[config.mk]
export PLATFORM = sky130hd
export DESIGN_NAME = stage_loader_flat
export DESIGN_NICKNAME = d
export VERILOG_FILES = /design/src/rtl/stage_loader_if.sv /design/src/rtl/stage_loader.sv /design/src/flat_wrapper.sv
export SDC_FILE = /design/constraint.sdc
export NUM_CORES = 1
export LEC_CHECK = 0
export CAP_MARGIN = 25
export CORE_ASPECT_RATIO = 0.8
export CORE_MARGIN = 10
export CORE_UTILIZATION = 40
export CTS_BUF_LIST = sky130_fd_sc_hd__clkbuf_4 sky130_fd_sc_hd__clkbuf_8
export DETAILED_ROUTE_END_ITERATION = 6
export PLACE_DENSITY_LB_ADDON = 0.1
export SLEW_MARGIN = 30
export SYNTH_ARGS = -nofsm -noshare
export SYNTH_HDL_FRONTEND = slang
export SYNTH_SLANG_ARGS = --single-unit
[constraint.sdc]
create_clock -name clock -period 2.1 [get_ports clock]
set_input_delay 0.42 -clock clock [delete_from_list [all_inputs] [get_ports clock]]
set_output_delay 0.42 -clock clock [all_outputs]
set_load 0.005 [all_outputs]
[src/rtl/stage_loader_if.sv]
// Bundle of the loader's control, ROM read and brick RAM write signals.
// start is a request sampled only while busy=0; done is a one-cycle acknowledgement.
interface stage_loader_if #(
    parameter int COLS   = 10,
    parameter int TYPE_W = 3,
    parameter int ADDR_W = 5,
    parameter int CNT_W  = 9
);
    logic                     start;
    logic [1:0]               stage_sel;
    logic                     rom_enable;
    logic [ADDR_W-1:0]        rom_addr;
    logic [1:0]               rom_stage;
    logic [COLS*TYPE_W-1:0]   rom_data;
    logic                     wr_en;
    logic [ADDR_W-1:0]        wr_row;
    logic [COLS*TYPE_W-1:0]   wr_data;
    logic                     busy;
    logic                     done;
    logic [CNT_W-1:0]         brick_count;
    logic [1:0]               fsm_state;

    modport slave (
        input  start, stage_sel, rom_data,
        output rom_enable, rom_addr, rom_stage, wr_en, wr_row, wr_data,
               busy, done, brick_count, fsm_state
    );

    modport master (
        output start, stage_sel, rom_data,
        input  rom_enable, rom_addr, rom_stage, wr_en, wr_row, wr_data,
               busy, done, brick_count, fsm_state
    );
endinterface

[src/rtl/stage_loader.sv]
// Copies one stage's ROM rows into the brick RAM and counts destructible bricks.
// ROM reads are issued one per cycle; each returned row is written one cycle later.
module stage_loader #(
    parameter int ROWS   = 30,
    parameter int COLS   = 10,
    parameter int TYPE_W = 3,
    parameter int ADDR_W = 5,
    parameter int CNT_W  = 9
) (
    input  logic           clock,
    input  logic           reset_n,
    stage_loader_if.slave  bus
);

    localparam logic [1:0] IDLE  = 2'd0;
    localparam logic [1:0] ISSUE = 2'd1;
    localparam logic [1:0] DRAIN = 2'd2;
    localparam logic [1:0] FIN   = 2'd3;

    localparam int RB_W = $clog2(COLS + 1);

    logic [1:0]        state;
    logic              rd_valid;
    logic [ADDR_W-1:0] rd_row;
    logic [RB_W-1:0]   row_bricks;

    assign bus.fsm_state = state;

    // Empty (000) and indestructible (111) bricks do not count toward stage clear.
    always_comb begin
        row_bricks = '0;
        for (int c = 0; c < COLS; c++) begin
            if (bus.rom_data[c*TYPE_W +: TYPE_W] != '0 &&
                bus.rom_data[c*TYPE_W +: TYPE_W] != '1)
                row_bricks = row_bricks + RB_W'(1);
        end
    end

    always_ff @(posedge clock or negedge reset_n) begin
        if (!reset_n) begin
            state           <= IDLE;
            rd_valid        <= 1'b0;
            rd_row          <= '0;
            bus.rom_enable  <= 1'b0;
            bus.rom_addr    <= '0;
            bus.rom_stage   <= '0;
            bus.wr_en       <= 1'b0;
            bus.wr_row      <= '0;
            bus.wr_data     <= '0;
            bus.busy        <= 1'b0;
            bus.done        <= 1'b0;
            bus.brick_count <= '0;
        end else begin
            // rd_valid marks the cycle in which rom_data holds the row read last cycle.
            rd_valid <= bus.rom_enable;
            if (bus.rom_enable)
                rd_row <= bus.rom_addr;

            if (rd_valid) begin
                bus.wr_en       <= 1'b1;
                bus.wr_row      <= rd_row;
                bus.wr_data     <= bus.rom_data;
                bus.brick_count <= bus.brick_count + CNT_W'(row_bricks);
            end else begin
                bus.wr_en <= 1'b0;
            end

            case (state)
                IDLE, FIN: begin
                    bus.done <= 1'b0;
                    if (bus.start) begin
                        bus.rom_stage   <= bus.stage_sel;
                        bus.brick_count <= '0;
                        bus.rom_addr    <= '0;
                        bus.rom_enable  <= 1'b1;
                        bus.busy        <= 1'b1;
                        state           <= ISSUE;
                    end else begin
                        state <= IDLE;
                    end
                end
                ISSUE: begin
                    if (bus.rom_addr == ADDR_W'(ROWS - 1)) begin
                        bus.rom_enable <= 1'b0;
                        state          <= DRAIN;
                    end else begin
                        bus.rom_addr <= bus.rom_addr + ADDR_W'(1);
                    end
                end
                DRAIN: begin
                    // The last row's write happens the cycle rd_valid is high here.
                    if (!rd_valid) begin
                        bus.done <= 1'b1;
                        bus.busy <= 1'b0;
                        state    <= FIN;
                    end
                end
                default: state <= IDLE;
            endcase
        end
    end

endmodule

[src/flat_wrapper.sv]
// flat-port wrapper written by rule: the top's interface ports become plain ports
module stage_loader_flat 
#(
    parameter int ROWS   = 30,
    parameter int COLS   = 10,
    parameter int TYPE_W = 3,
    parameter int ADDR_W = 5,
    parameter int CNT_W  = 9
)
  (clock, reset_n, bus_start, bus_stage_sel, bus_rom_data, bus_rom_enable, bus_rom_addr, bus_rom_stage, bus_wr_en, bus_wr_row, bus_wr_data, bus_busy, bus_done, bus_brick_count, bus_fsm_state);
  stage_loader_if #(.COLS(COLS), .TYPE_W(TYPE_W), .ADDR_W(ADDR_W), .CNT_W(CNT_W)) bus_i ();
  input  logic clock;
  input  logic reset_n;
  input wire logic [$bits(bus_i.start)-1:0] bus_start;
  input wire logic [$bits(bus_i.stage_sel)-1:0] bus_stage_sel;
  input wire logic [$bits(bus_i.rom_data)-1:0] bus_rom_data;
  output wire logic [$bits(bus_i.rom_enable)-1:0] bus_rom_enable;
  output wire logic [$bits(bus_i.rom_addr)-1:0] bus_rom_addr;
  output wire logic [$bits(bus_i.rom_stage)-1:0] bus_rom_stage;
  output wire logic [$bits(bus_i.wr_en)-1:0] bus_wr_en;
  output wire logic [$bits(bus_i.wr_row)-1:0] bus_wr_row;
  output wire logic [$bits(bus_i.wr_data)-1:0] bus_wr_data;
  output wire logic [$bits(bus_i.busy)-1:0] bus_busy;
  output wire logic [$bits(bus_i.done)-1:0] bus_done;
  output wire logic [$bits(bus_i.brick_count)-1:0] bus_brick_count;
  output wire logic [$bits(bus_i.fsm_state)-1:0] bus_fsm_state;
  assign bus_i.start = bus_start;
  assign bus_i.stage_sel = bus_stage_sel;
  assign bus_i.rom_data = bus_rom_data;
  assign bus_rom_enable = bus_i.rom_enable;
  assign bus_rom_addr = bus_i.rom_addr;
  assign bus_rom_stage = bus_i.rom_stage;
  assign bus_wr_en = bus_i.wr_en;
  assign bus_wr_row = bus_i.wr_row;
  assign bus_wr_data = bus_i.wr_data;
  assign bus_busy = bus_i.busy;
  assign bus_done = bus_i.done;
  assign bus_brick_count = bus_i.brick_count;
  assign bus_fsm_state = bus_i.fsm_state;
  stage_loader #(.ROWS(ROWS), .COLS(COLS), .TYPE_W(TYPE_W), .ADDR_W(ADDR_W), .CNT_W(CNT_W)) u_core (.clock(clock), .reset_n(reset_n), .bus(bus_i));
endmodule
==> results of run 1 <==
[Yosys cell counts, drive strengths merged, types with 3 or more instances]
| cell type | instances | area share [%] |
|---|---|---|
| dfrtp | 63 | 42 |
| mux2 | 41 | 12 |
| nor2 | 32 | 3.7 |
| nand2 | 31 | 3.1 |
| xnor2 | 17 | 4.6 |
| inv | 16 | 1.6 |
| ha | 15 | 5.0 |
| o21ai | 15 | 2.0 |
| nor3 | 14 | 2.3 |
| nand3 | 12 | 1.6 |
| a21oi | 10 | 1.3 |
| xor2 | 9 | 2.1 |
| or3 | 8 | 1.3 |
| and2 | 7 | 1.3 |
| and3 | 7 | 1.4 |
| clkbuf | 7 | 0.69 |
| a31oi | 6 | 0.99 |
| mux2i | 6 | 1.6 |
| nand4 | 3 | 0.50 |
| or2 | 3 | 0.50 |
| xnor3 | 3 | 1.9 |
[per-stage QoR]
step | setup slack [ns] | hold WS [ns] | setup TNS [ns]
floorplan | -3.71 | 0.124 | -28.75
global placement | -4.15 | 0.462 | -33.66
detailed placement | -4.31 | 0.464 | -34.68
CTS | -3.74 | 0.0997 | -29.44
global route | -3.86 | 0.113 | -30.47
finish | -3.59 | 0.0893 | -28.35
[area by class of cell]
class | count | area [um^2]
Fill cell | 775 | 3370
Multi-Input combinational cell | 273 | 2270
Sequential cell | 63 | 1580
Timing Repair Buffer | 175 | 1540
Clock buffer | 11 | 145
Tap cell | 115 | 144
Inverter | 18 | 77.6
Clock inverter | 5 | 33.8
[state kept, by name, indices dropped and copies added (netlist names)]
name	count
u_core.bus.wr_data	30
u_core.bus.brick_count	9
u_core.bus.rom_addr	5
u_core.bus.wr_row	5
u_core.rd_row	5
u_core.bus.fsm_state	2
u_core.bus.rom_stage	2
u_core.bus.busy	1
u_core.bus.done	1
u_core.bus.rom_enable	1
u_core.bus.wr_en	1
u_core.rd_valid	1
[power by group through the flow]
stage	clock network [mW]	registers, mW	logic, mW
2_1_floorplan	0	1.59	2.43
3_3_place_gp	0	1.61	3.95
3_5_place_dp	0	1.61	4.06
4_1_cts	1.01	1.59	4.54
5_1_grt	1.06	1.63	5.21
6_report	0.972	1.60	4.74
[per-layer routing]
| layer | share of wire (%) | vias to the layer above | GRT usage, % |
|---|---|---|---|
| li1 | - | 1625 | - |
| met1 | 43 | 1630 | 18.0 |
| met2 | 49 | 59 | 26.0 |
| met3 | 6.6 | 10 | 5.32 |
| met4 | 1.3 | 0 | 5.35 |
| met5 | 0 | - | 0 |
[path summary, 6_finish.rpt]
path                                              to                       from  slack [ns]  cells after the start
setup / recovery           u_core.bus.brick_count[7]            bus_rom_data[3]       -3.59                     32
max in group asynchronous            u_core.rd_valid                    reset_n        1.65                      2
setup reg to reg           u_core.bus.brick_count[8]  u_core.bus.brick_count[0]        0.14                     10
min in group clock             u_core.bus.wr_data[1]            bus_rom_data[1]        0.30                      2
hold reg to reg              u_core.bus.rom_stage[0]    u_core.bus.rom_stage[0]        0.48                      2
hold / removal               u_core.bus.rom_stage[0]                    reset_n        0.09                      2
[logic make-up after synthesis]
| group | count (synthesis) | share of synthesized area, % |
|---|---|---|
| simple gates | 126 | 17.4 |
| flops | 63 | 41.7 |
| compound gates | 52 | 9.13 |
| mux | 47 | 13.8 |
| xor+xnor | 30 | 9.19 |
| buf+inv | 27 | 2.74 |
| fa+ha+maj | 18 | 6.08 |
[timing repair]
action / in CTS / in global routing
gates resized for setup: 38 / 12
setup endpoints to repair: 9 / 9
setup buffers: 9 / 2
pin swaps: 24 / 25
==> metrics.yaml, run 1 <==
hold_path:
  hold_class: "primary input to async pin"
worst_setup_path:
  crit_path_frequent_cell: "ha_4"
  slowest_stage: "or3_1"
  cp.required_ns: 2.35
  crit_arrival_ns: 5.93
  path_buf_inv: 4
  cp_max_fo: 3
  path_class: "primary input to flip-flop"
  startpoint_type: "primary input"
  cpLargestDelayFamily: "compound AO/OA/AOI/OAI gates"
  max_stage_delay_ns: 0.36
  cp-end-kind: "flip-flop"
routing:
  vias_per_cell: 5.04
  drt_iter0_markers: 137
  drt-total-wl_mm: 10.3
  ant_nets: 0
  drcViolationCount: 0
  vias: 3324
  firstDrtPassIters: 4
  wl_per_cell_um: 15.5
synthesis:
  synth-seq-cells: 63
  ys_async_sr_fraction_pct: 100
  synth.avg_cell_area_um2: 10.4
  synth_edf_count: 0
  synthFlopType: "dfrtp_1"
  synthesis.area_mm2: 0.00378
  seq_area_frac_synth_pct: 41.7
  syn_inst: 363
  yosysWarnings: 0
  syn_nets: 414
  synth_cell_types: 58
placement:
  place_congestion: 0.838
  port_buffers: 91
  dp_cells: 638
  dp_hpwl_mm: 7.66
  dpl_cell_area_mm2: 0.00547
sta:
  slew_violations: 0
  setup_slack_ns: -3.59
  min_period_ns: 5.69
  clock.fmax_ghz: 0.176
  relSlewSlack_pct: 63.3
  setup_violations: 9
  finalHoldViolations: 0
  tightest_slew_ns: 0.545
  grt_setup_unrepaired: "yes"
  skew_ns: 0.00452
  timing.final.crit_share_pct: 271
cells_and_area:
  final_common_cell: "clkdlybuf4s50_1"
  layout-drive-gt1-share_pct: 35.2
  fin_nets: 591
  stdcell_count: 660
  final_area_mm2: 0.00578
  areaGrowthSynthToFinish_pct: 52.9
  n_antenna_cell: 0
  post-route-util_pct: 63.2
  layout_common_cells: "81 x clkdlybuf4s50_1, 80 x buf_4, 62 x dfrtp_1, 40 x mux2_2, 31 x nand2_1"
floorplanning:
  ios: 92
  die_w_um: 129
  core_area_mm2: 0.00915
  rows: 31
  die_y_um: 107
  start_util_pct: 41.3
  dieArea_mm2: 0.0138
global_routing:
  grt_pass1_wl_mm: 17.3
  track_usage_pct: 15.5
  grt_max_degree: 35
  antenna_found_initial: 0
  grt_overflow: 0
  grt_pass1_vias: 3600
clocking:
  htree_levels: 3
  cts_hold_buf: 0
  cts.path.max_buffers: 2
  clock-root-buffer: "clkbuf_8"
  cts_buffers: 9
  insertion_delay_ns: 0.35
  clock-sinks: 63
  clk_pin_slew_ns: 0.07
  cts_tree: "yes"
pwr:
  finalPower_mw: 7.31
  peakVddDrop_v: 0.00139
  p_clk_share_pct: 13.3
  p_leak_nw: 2.68
  seqPwrFrac_pct: 21.9
  swShare_pct: 36.7
  p_comb_share_pct: 64.8
  internal_power_mw: 4.63
  switchingPower_mw: 2.68
  powerDensity_mw_per_mm2: 1260
job:
  maxCapViolations: 0
run_status:
  violations: "negative setup slack"
  status: "complete, but fails checks"
(Power assumes the default switching activity.)
==> run 2: changes to the inputs <==
- CORE_UTILIZATION: 40 -> 45
==> run 2 against run 1 <==
Against the previous run: critical endpoint is now u_core.bus.brick_count[8]; the run still ends with negative setup slack left; flip-flop and latch count unchanged; first-iteration DRC count down 15%; sequential share of layout area down 0.15 points; critical path depth down 1; clock power down 2.9%; non-clock buffer count down 2.
==> metrics.yaml, run 2 (synthesized netlist as in run 1, its figures left out) <==
sta:
  skew_ns: 0.00799  # was 0.00452 ns
  tightest_slew_ns: 0.490  # was 0.545 ns
  finalHoldViolations: 0  # unchanged
  slew_violations: 0  # unchanged
  min_period_ns: 5.74  # was 5.69 ns
  setup_violations: 9  # unchanged
  clock.fmax_ghz: 0.174  # was 0.176 GHz
  setup_slack_ns: -3.64  # was -3.59 ns
  timing.final.crit_share_pct: 274  # was 271%
  relSlewSlack_pct: 67.1  # was 63.3%
  grt_setup_unrepaired: "yes"  # unchanged
global_routing:
  grt_overflow: 0  # unchanged
  grt_pass1_wl_mm: 16.8  # was 17.3 mm
  grt_pass1_vias: 3452  # was 3600
  antenna_found_initial: 0  # unchanged
  track_usage_pct: 16.6  # was 15.5%
  grt_max_degree: 64  # was 35
cells_and_area:
  top_regs: "u_core.bus.wr_data x30, u_core.bus.brick_count x9"  # unchanged
  top_register: "u_core.bus.wr_data"  # unchanged
  n_antenna_cell: 0  # unchanged
  final_common_cell: "clkdlybuf4s50_1"  # unchanged
  layout_common_cells: "81 x clkdlybuf4s50_1, 75 x buf_4, 62 x dfrtp_1, 40 x mux2_2, 30 x nand2_1"  # was 81 x clkdlybuf4s50_1, 80 x buf_4, 62 x dfrtp_1, 40 x mux2_2, 31 x nand2_1
  post-route-util_pct: 72.2  # was 63.2%
  fill_cells: 611  # was 775
  multi_input_area_mm2: 0.00231  # was 0.00227 mm^2
  seqCellArea_mm2: 0.00158  # unchanged
  largest_reg_flops: 30  # unchanged
  fin_nets: 589  # was 591
  areaGrowthSynthToFinish_pct: 53.7  # was 52.9%
  layout-drive-gt1-share_pct: 35.6  # was 35.2%
worst_setup_path:
  path_buf_inv: 2  # was 4
  r2r_slack_ns: 0.20  # was 0.14 ns
  worst_r2r_path_depth: 10  # unchanged
  cp-end-kind: "flip-flop"  # unchanged
  crit_arrival_ns: 6.02  # was 5.93 ns
  slowest_stage: "or3_4"  # was or3_1
  cp.required_ns: 2.38  # was 2.35 ns
  r2r_start: "u_core.bus.brick_count[0]"  # unchanged
  cp_max_fo: 3  # unchanged
  path_depth: 31  # was 32
  crit_path_frequent_cell: "ha_4"  # unchanged
  r2r_end: "u_core.bus.brick_count[8]"  # unchanged
  path_class: "primary input to flip-flop"  # unchanged
  cpLargestDelayFamily: "adder cells"  # was compound AO/OA/AOI/OAI gates
  startpoint_type: "primary input"  # unchanged
  crit_end: "u_core.bus.brick_count[8]"  # was u_core.bus.brick_count[7]
  startpoint: "bus_rom_data[3]"  # unchanged
  max_stage_delay_ns: 0.37  # was 0.36 ns
run_status:
  violations: "negative setup slack"  # unchanged
  status: "complete, but fails checks"  # unchanged
floorplanning:
  core_area_mm2: 0.00806  # was 0.00915 mm^2
  rows: 29  # was 31
  die_w_um: 123  # was 129 um
  start_util_pct: 47.0  # was 41.3%
  die_y_um: 102  # was 107 um
  ios: 92  # unchanged
  dieArea_mm2: 0.0125  # was 0.0138 mm^2
clocking:
  cts.path.max_buffers: 2  # unchanged
  cts_tree: "yes"  # unchanged
  htree_levels: 3  # unchanged
  clock-root-buffer: "clkbuf_8"  # unchanged
  cts_hold_buf: 0  # unchanged
  clock-sinks: 63  # unchanged
  insertion_delay_ns: 0.34  # was 0.35 ns
  clk_pin_slew_ns: 0.08  # was 0.07 ns
  cts_buffers: 9  # unchanged
placement:
  place_congestion: 0.826  # was 0.838
  dp_slack_ns: -4.30  # was -4.31 ns
  port_buffers: 91  # unchanged
  dp_hpwl_mm: 7.63  # was 7.66 mm
routing:
  met2_length_mm: 5.05  # was 5.02 mm
  drt-total-wl_mm: 10.1  # was 10.3 mm
  met3WireLength_um: 595  # was 673 um
  vias_per_cell: 5.12  # was 5.04
  wl_per_cell_um: 15.6  # was 15.5 um
  top_layer_used: "met4"  # unchanged
  drt_iter0_markers: 116  # was 137
  wl_met1_mm: 4.43  # was 4.42 mm
  firstDrtPassIters: 4  # unchanged
  vias: 3327  # was 3324
  drcViolationCount: 0  # unchanged
  ant_nets: 0  # unchanged
hold_path:
  hold_class: "primary input to async pin"  # unchanged
pwr:
  powerDensity_mw_per_mm2: 1280  # was 1260 mW/mm^2
  peakVddDrop_v: 0.00168  # was 0.00139 V
  finalPower_mw: 7.43  # was 7.31 mW
  p_leak_nw: 2.68  # about the same
job:
  maxCapViolations: 0  # unchanged
[run 2: cell types whose count changed in the layout (fill, tap and decap cells not counted), moves of 2 or more]
cell / previous run / this run
xnor2_2: 2 / 4
xnor2_1: 13 / 11
buf_4: 80 / 75
buf_6: 7 / 9
[run 2: worst min-delay path by stage]
stage | endpoint | start | slack, ns
2_1_floorplan | u_core.bus.brick_count[0] | reset_n | 0.12
3_3_place_gp | u_core.bus.wr_row[4] | reset_n | 0.46
3_5_place_dp | u_core.bus.wr_row[4] | reset_n | 0.46
4_1_cts | u_core.bus.wr_row[4] | reset_n | 0.08
5_1_grt | u_core.bus.wr_row[4] | reset_n | 0.09
6_report | u_core.bus.wr_row[4] | reset_n | 0.06
[run 2: cell type report]
| type | instances | area share, % |
|---|---|---|
| Timing Repair Buffer | 173 | 26.5 |
| Inverter | 18 | 1.33 |
| Clock buffer | 10 | 2.37 |
| Multi-Input combinational cell | 273 | 39.8 |
| Sequential cell | 63 | 27.1 |
| Clock inverter | 5 | 0.581 |
| Tap cell | 108 | 2.32 |
[run 2: timing repair]
item / in CTS / in global routing
resized for setup: 45 / 12
setup endpoints to repair: 9 / 9
setup buffers: 11 / 2
pin swaps: 32 / 24
[run 2: stage by stage]
step	instances	setup TNS (ns)	instance area, um^2	hold WS [ns]
floorplan	363	-28.75	3870	0.124
global placement	626	-33.59	5440	0.456
detailed placement	626	-34.75	5440	0.460
CTS	650	-28.95	5760	0.0774
global route	650	-30.51	5820	0.0863
finish	650	-28.63	5820	0.0597
[run 2: routing by layer]
layer  track usage, %  vias up
met1             20.2     1618
li1                 -     1629
met3             5.95        6
met5                0        -
met4             4.07        0
met2             27.6       74
[run 2: power breakdown]
part / switching (mW) / leakage (nW) / internal, mW / total, mW
combinational: 2.09 / 1.83 / 2.81 / 4.90
sequential: 0.160 / 0.769 / 1.42 / 1.58
clock: 0.492 / 0.0845 / 0.453 / 0.944
==> run 3: changes to the inputs <==
- CELL_PAD_IN_SITES_DETAIL_PLACEMENT: not set -> 0
- CELL_PAD_IN_SITES_GLOBAL_PLACEMENT: not set -> 1
- CORE_UTILIZATION: 45 -> 40
==> run 3 against run 2 <==
Against the previous run: the flow still finishes with violations (negative setup slack); sequential power is essentially flat; design area grew 1.3%; critical path depth grew 1; fmax shrank 0.31%; die area grew 10%.
==> metrics.yaml, run 3 (synthesized netlist as in run 1, its figures left out) <==
worst_setup_path:
  crit_path_frequent_cell: "ha_4"  # unchanged
  r2r_slack_ns: 0.20  # about the same
  path_class: "primary input to flip-flop"  # unchanged
  crit_arrival_ns: 6.04  # was 6.02 ns
  max_stage_delay_ns: 0.34  # was 0.37 ns
  slowest_stage: "or3_1"  # was or3_4
  cp-end-kind: "flip-flop"  # unchanged
  startpoint_type: "primary input"  # unchanged
  cp_max_fo: 3  # unchanged
  cp.required_ns: 2.38  # about the same
floorplanning:
  rows: 31  # was 29
  start_util_pct: 41.3  # was 47.0%
  die_y_um: 107  # was 102 um
  core_area_mm2: 0.00915  # was 0.00806 mm^2
  die_w_um: 129  # was 123 um
  ios: 92  # unchanged
  dieArea_mm2: 0.0138  # was 0.0125 mm^2
sta:
  min_period_ns: 5.76  # was 5.74 ns
  grt_setup_unrepaired: "yes"  # unchanged
  setup_violations: 9  # unchanged
  relSlewSlack_pct: 59.9  # was 67.1%
  finalHoldViolations: 0  # unchanged
  slew_violations: 0  # unchanged
  clock.fmax_ghz: 0.174  # about the same
  tightest_slew_ns: 0.601  # was 0.490 ns
  skew_ns: 0.00795  # was 0.00799 ns
  timing.final.crit_share_pct: 274  # about the same
  finalSetupTns_ns: -29.01  # was -28.63 ns
  setup_slack_ns: -3.66  # was -3.64 ns
placement:
  dp_hpwl_mm: 8.02  # was 7.63 mm
  dp_slack_ns: -4.31  # was -4.30 ns
  place_congestion: 0.878  # was 0.826
  dpl_cell_area_mm2: 0.00549  # was 0.00544 mm^2
  port_buffers: 91  # unchanged
clocking:
  clock-sinks: 63  # unchanged
  htree_levels: 3  # unchanged
  clock-root-buffer: "clkbuf_8"  # unchanged
  cts.path.max_buffers: 2  # unchanged
  cts_tree: "yes"  # unchanged
  cts_buffers: 9  # unchanged
  insertion_delay_ns: 0.35  # was 0.34 ns
  cts_hold_buf: 0  # unchanged
  clk_pin_slew_ns: 0.07  # was 0.08 ns
cells_and_area:
  post-route-util_pct: 64.4  # was 72.2%
  top_regs: "u_core.bus.wr_data x30, u_core.bus.brick_count x9"  # unchanged
  layout_common_cells: "85 x buf_4, 81 x clkdlybuf4s50_1, 62 x dfrtp_1, 40 x mux2_2"  # was 81 x clkdlybuf4s50_1, 75 x buf_4, 62 x dfrtp_1, 40 x mux2_2, 30 x nand2_1
  top_register: "u_core.bus.wr_data"  # unchanged
  fin_nets: 598  # was 589
  areaGrowthSynthToFinish_pct: 55.7  # was 53.7%
  final_common_cell: "buf_4"  # was clkdlybuf4s50_1
  final_area_mm2: 0.00589  # was 0.00582 mm^2
  n_antenna_cell: 0  # unchanged
  layout-drive-gt1-share_pct: 36.6  # was 35.6%
  largest_reg_flops: 30  # unchanged
run_status:
  status: "complete, but fails checks"  # unchanged
  violations: "negative setup slack"  # unchanged
global_routing:
  track_usage_pct: 15.8  # was 16.6%
  grt_max_degree: 64  # unchanged
  antenna_found_initial: 0  # unchanged
  grt_pass1_vias: 3545  # was 3452
  grt_overflow: 0  # unchanged
  grt_pass1_wl_mm: 17.7  # was 16.8 mm
routing:
  vias: 3368  # was 3327
  ant_nets: 0  # unchanged
  drt-total-wl_mm: 10.6  # was 10.1 mm
  drt_iter0_markers: 108  # was 116
  drcViolationCount: 0  # unchanged
  vias_per_cell: 5.05  # was 5.12
  firstDrtPassIters: 4  # unchanged
  wl_per_cell_um: 15.9  # was 15.6 um
job:
  maxCapViolations: 0  # unchanged
pwr:
  powerDensity_mw_per_mm2: 1250  # was 1280 mW/mm^2
  peakVddDrop_v: 0.000723  # was 0.00168 V
  p_leak_nw: 2.72  # was 2.68 nW
  finalPower_mw: 7.39  # was 7.43 mW
hold_path:
  hold_class: "primary input to async pin"  # unchanged
run 3: path summary, 6_finish.rpt:
| kind | to | start | cells after the start |
|---|---|---|---|
| worst max-delay path | u_core.bus.brick_count[8] | bus_rom_data[2] | 32 |
| min in group clock | u_core.bus.wr_data[4] | bus_rom_data[4] | 2 |
| worst min-delay path | u_core.bus.wr_data[28] | reset_n | 2 |
| worst min register to register | u_core.bus.rom_stage[1] | u_core.bus.rom_stage[1] | 2 |
| worst max register to register | u_core.bus.brick_count[8] | u_core.bus.brick_count[0] | 10 |
| max in group asynchronous | u_core.rd_valid | reset_n | 2 |
run 3: through the flow:
step,hold slack (ns),std cells
2_1_floorplan,0.124,363
3_3_place_gp,0.458,637
3_5_place_dp,0.459,637
4_1_cts,0.0715,665
5_1_grt,0.0894,667
6_report,0.0662,667
run 3: critical path, delay by kind of cell:
kind	cells	cell delay, ns
AO/OA/AOI/OAI	8	1.27
XOR/XNOR	5	0.87
adder cells (fa/ha/maj)	6	1.64
buffers and inverters	5	0.49
multiplexers	1	0.29
AND/OR/NAND/NOR	7	1.04
run 3: area by class of cell:
class,count,area (um^2)
fillers,773,3260
flip-flops and latches,63,1580
repair buffers,182,1610
well taps,115,144
multi-input cells,273,2300
clock buffers,12,159
clock inverters,4,28.8
inverters,18,77.6
run 3: repair_timing:
action	4_1_cts	5_1_grt
gates resized for setup	44	7
pin swaps	30	20
setup buffers	13	2
setup endpoints to repair	9	9
run 3: routing by layer:
layer / wire, um / global-route usage [%] / up-vias
li1: - / - / 1648
met1: 4920 / 20.5 / 1652
met2: 4970 / 24.6 / 55
met3: 559 / 5.02 / 13
met4: 142 / 5.11 / 0
met5: 0 / 0 / -
run 3: power by group:
part           internal, mW  switching (mW)
logic                  2.79            2.02
registers              1.42           0.150
clock network         0.508           0.501
total                  4.72            2.67
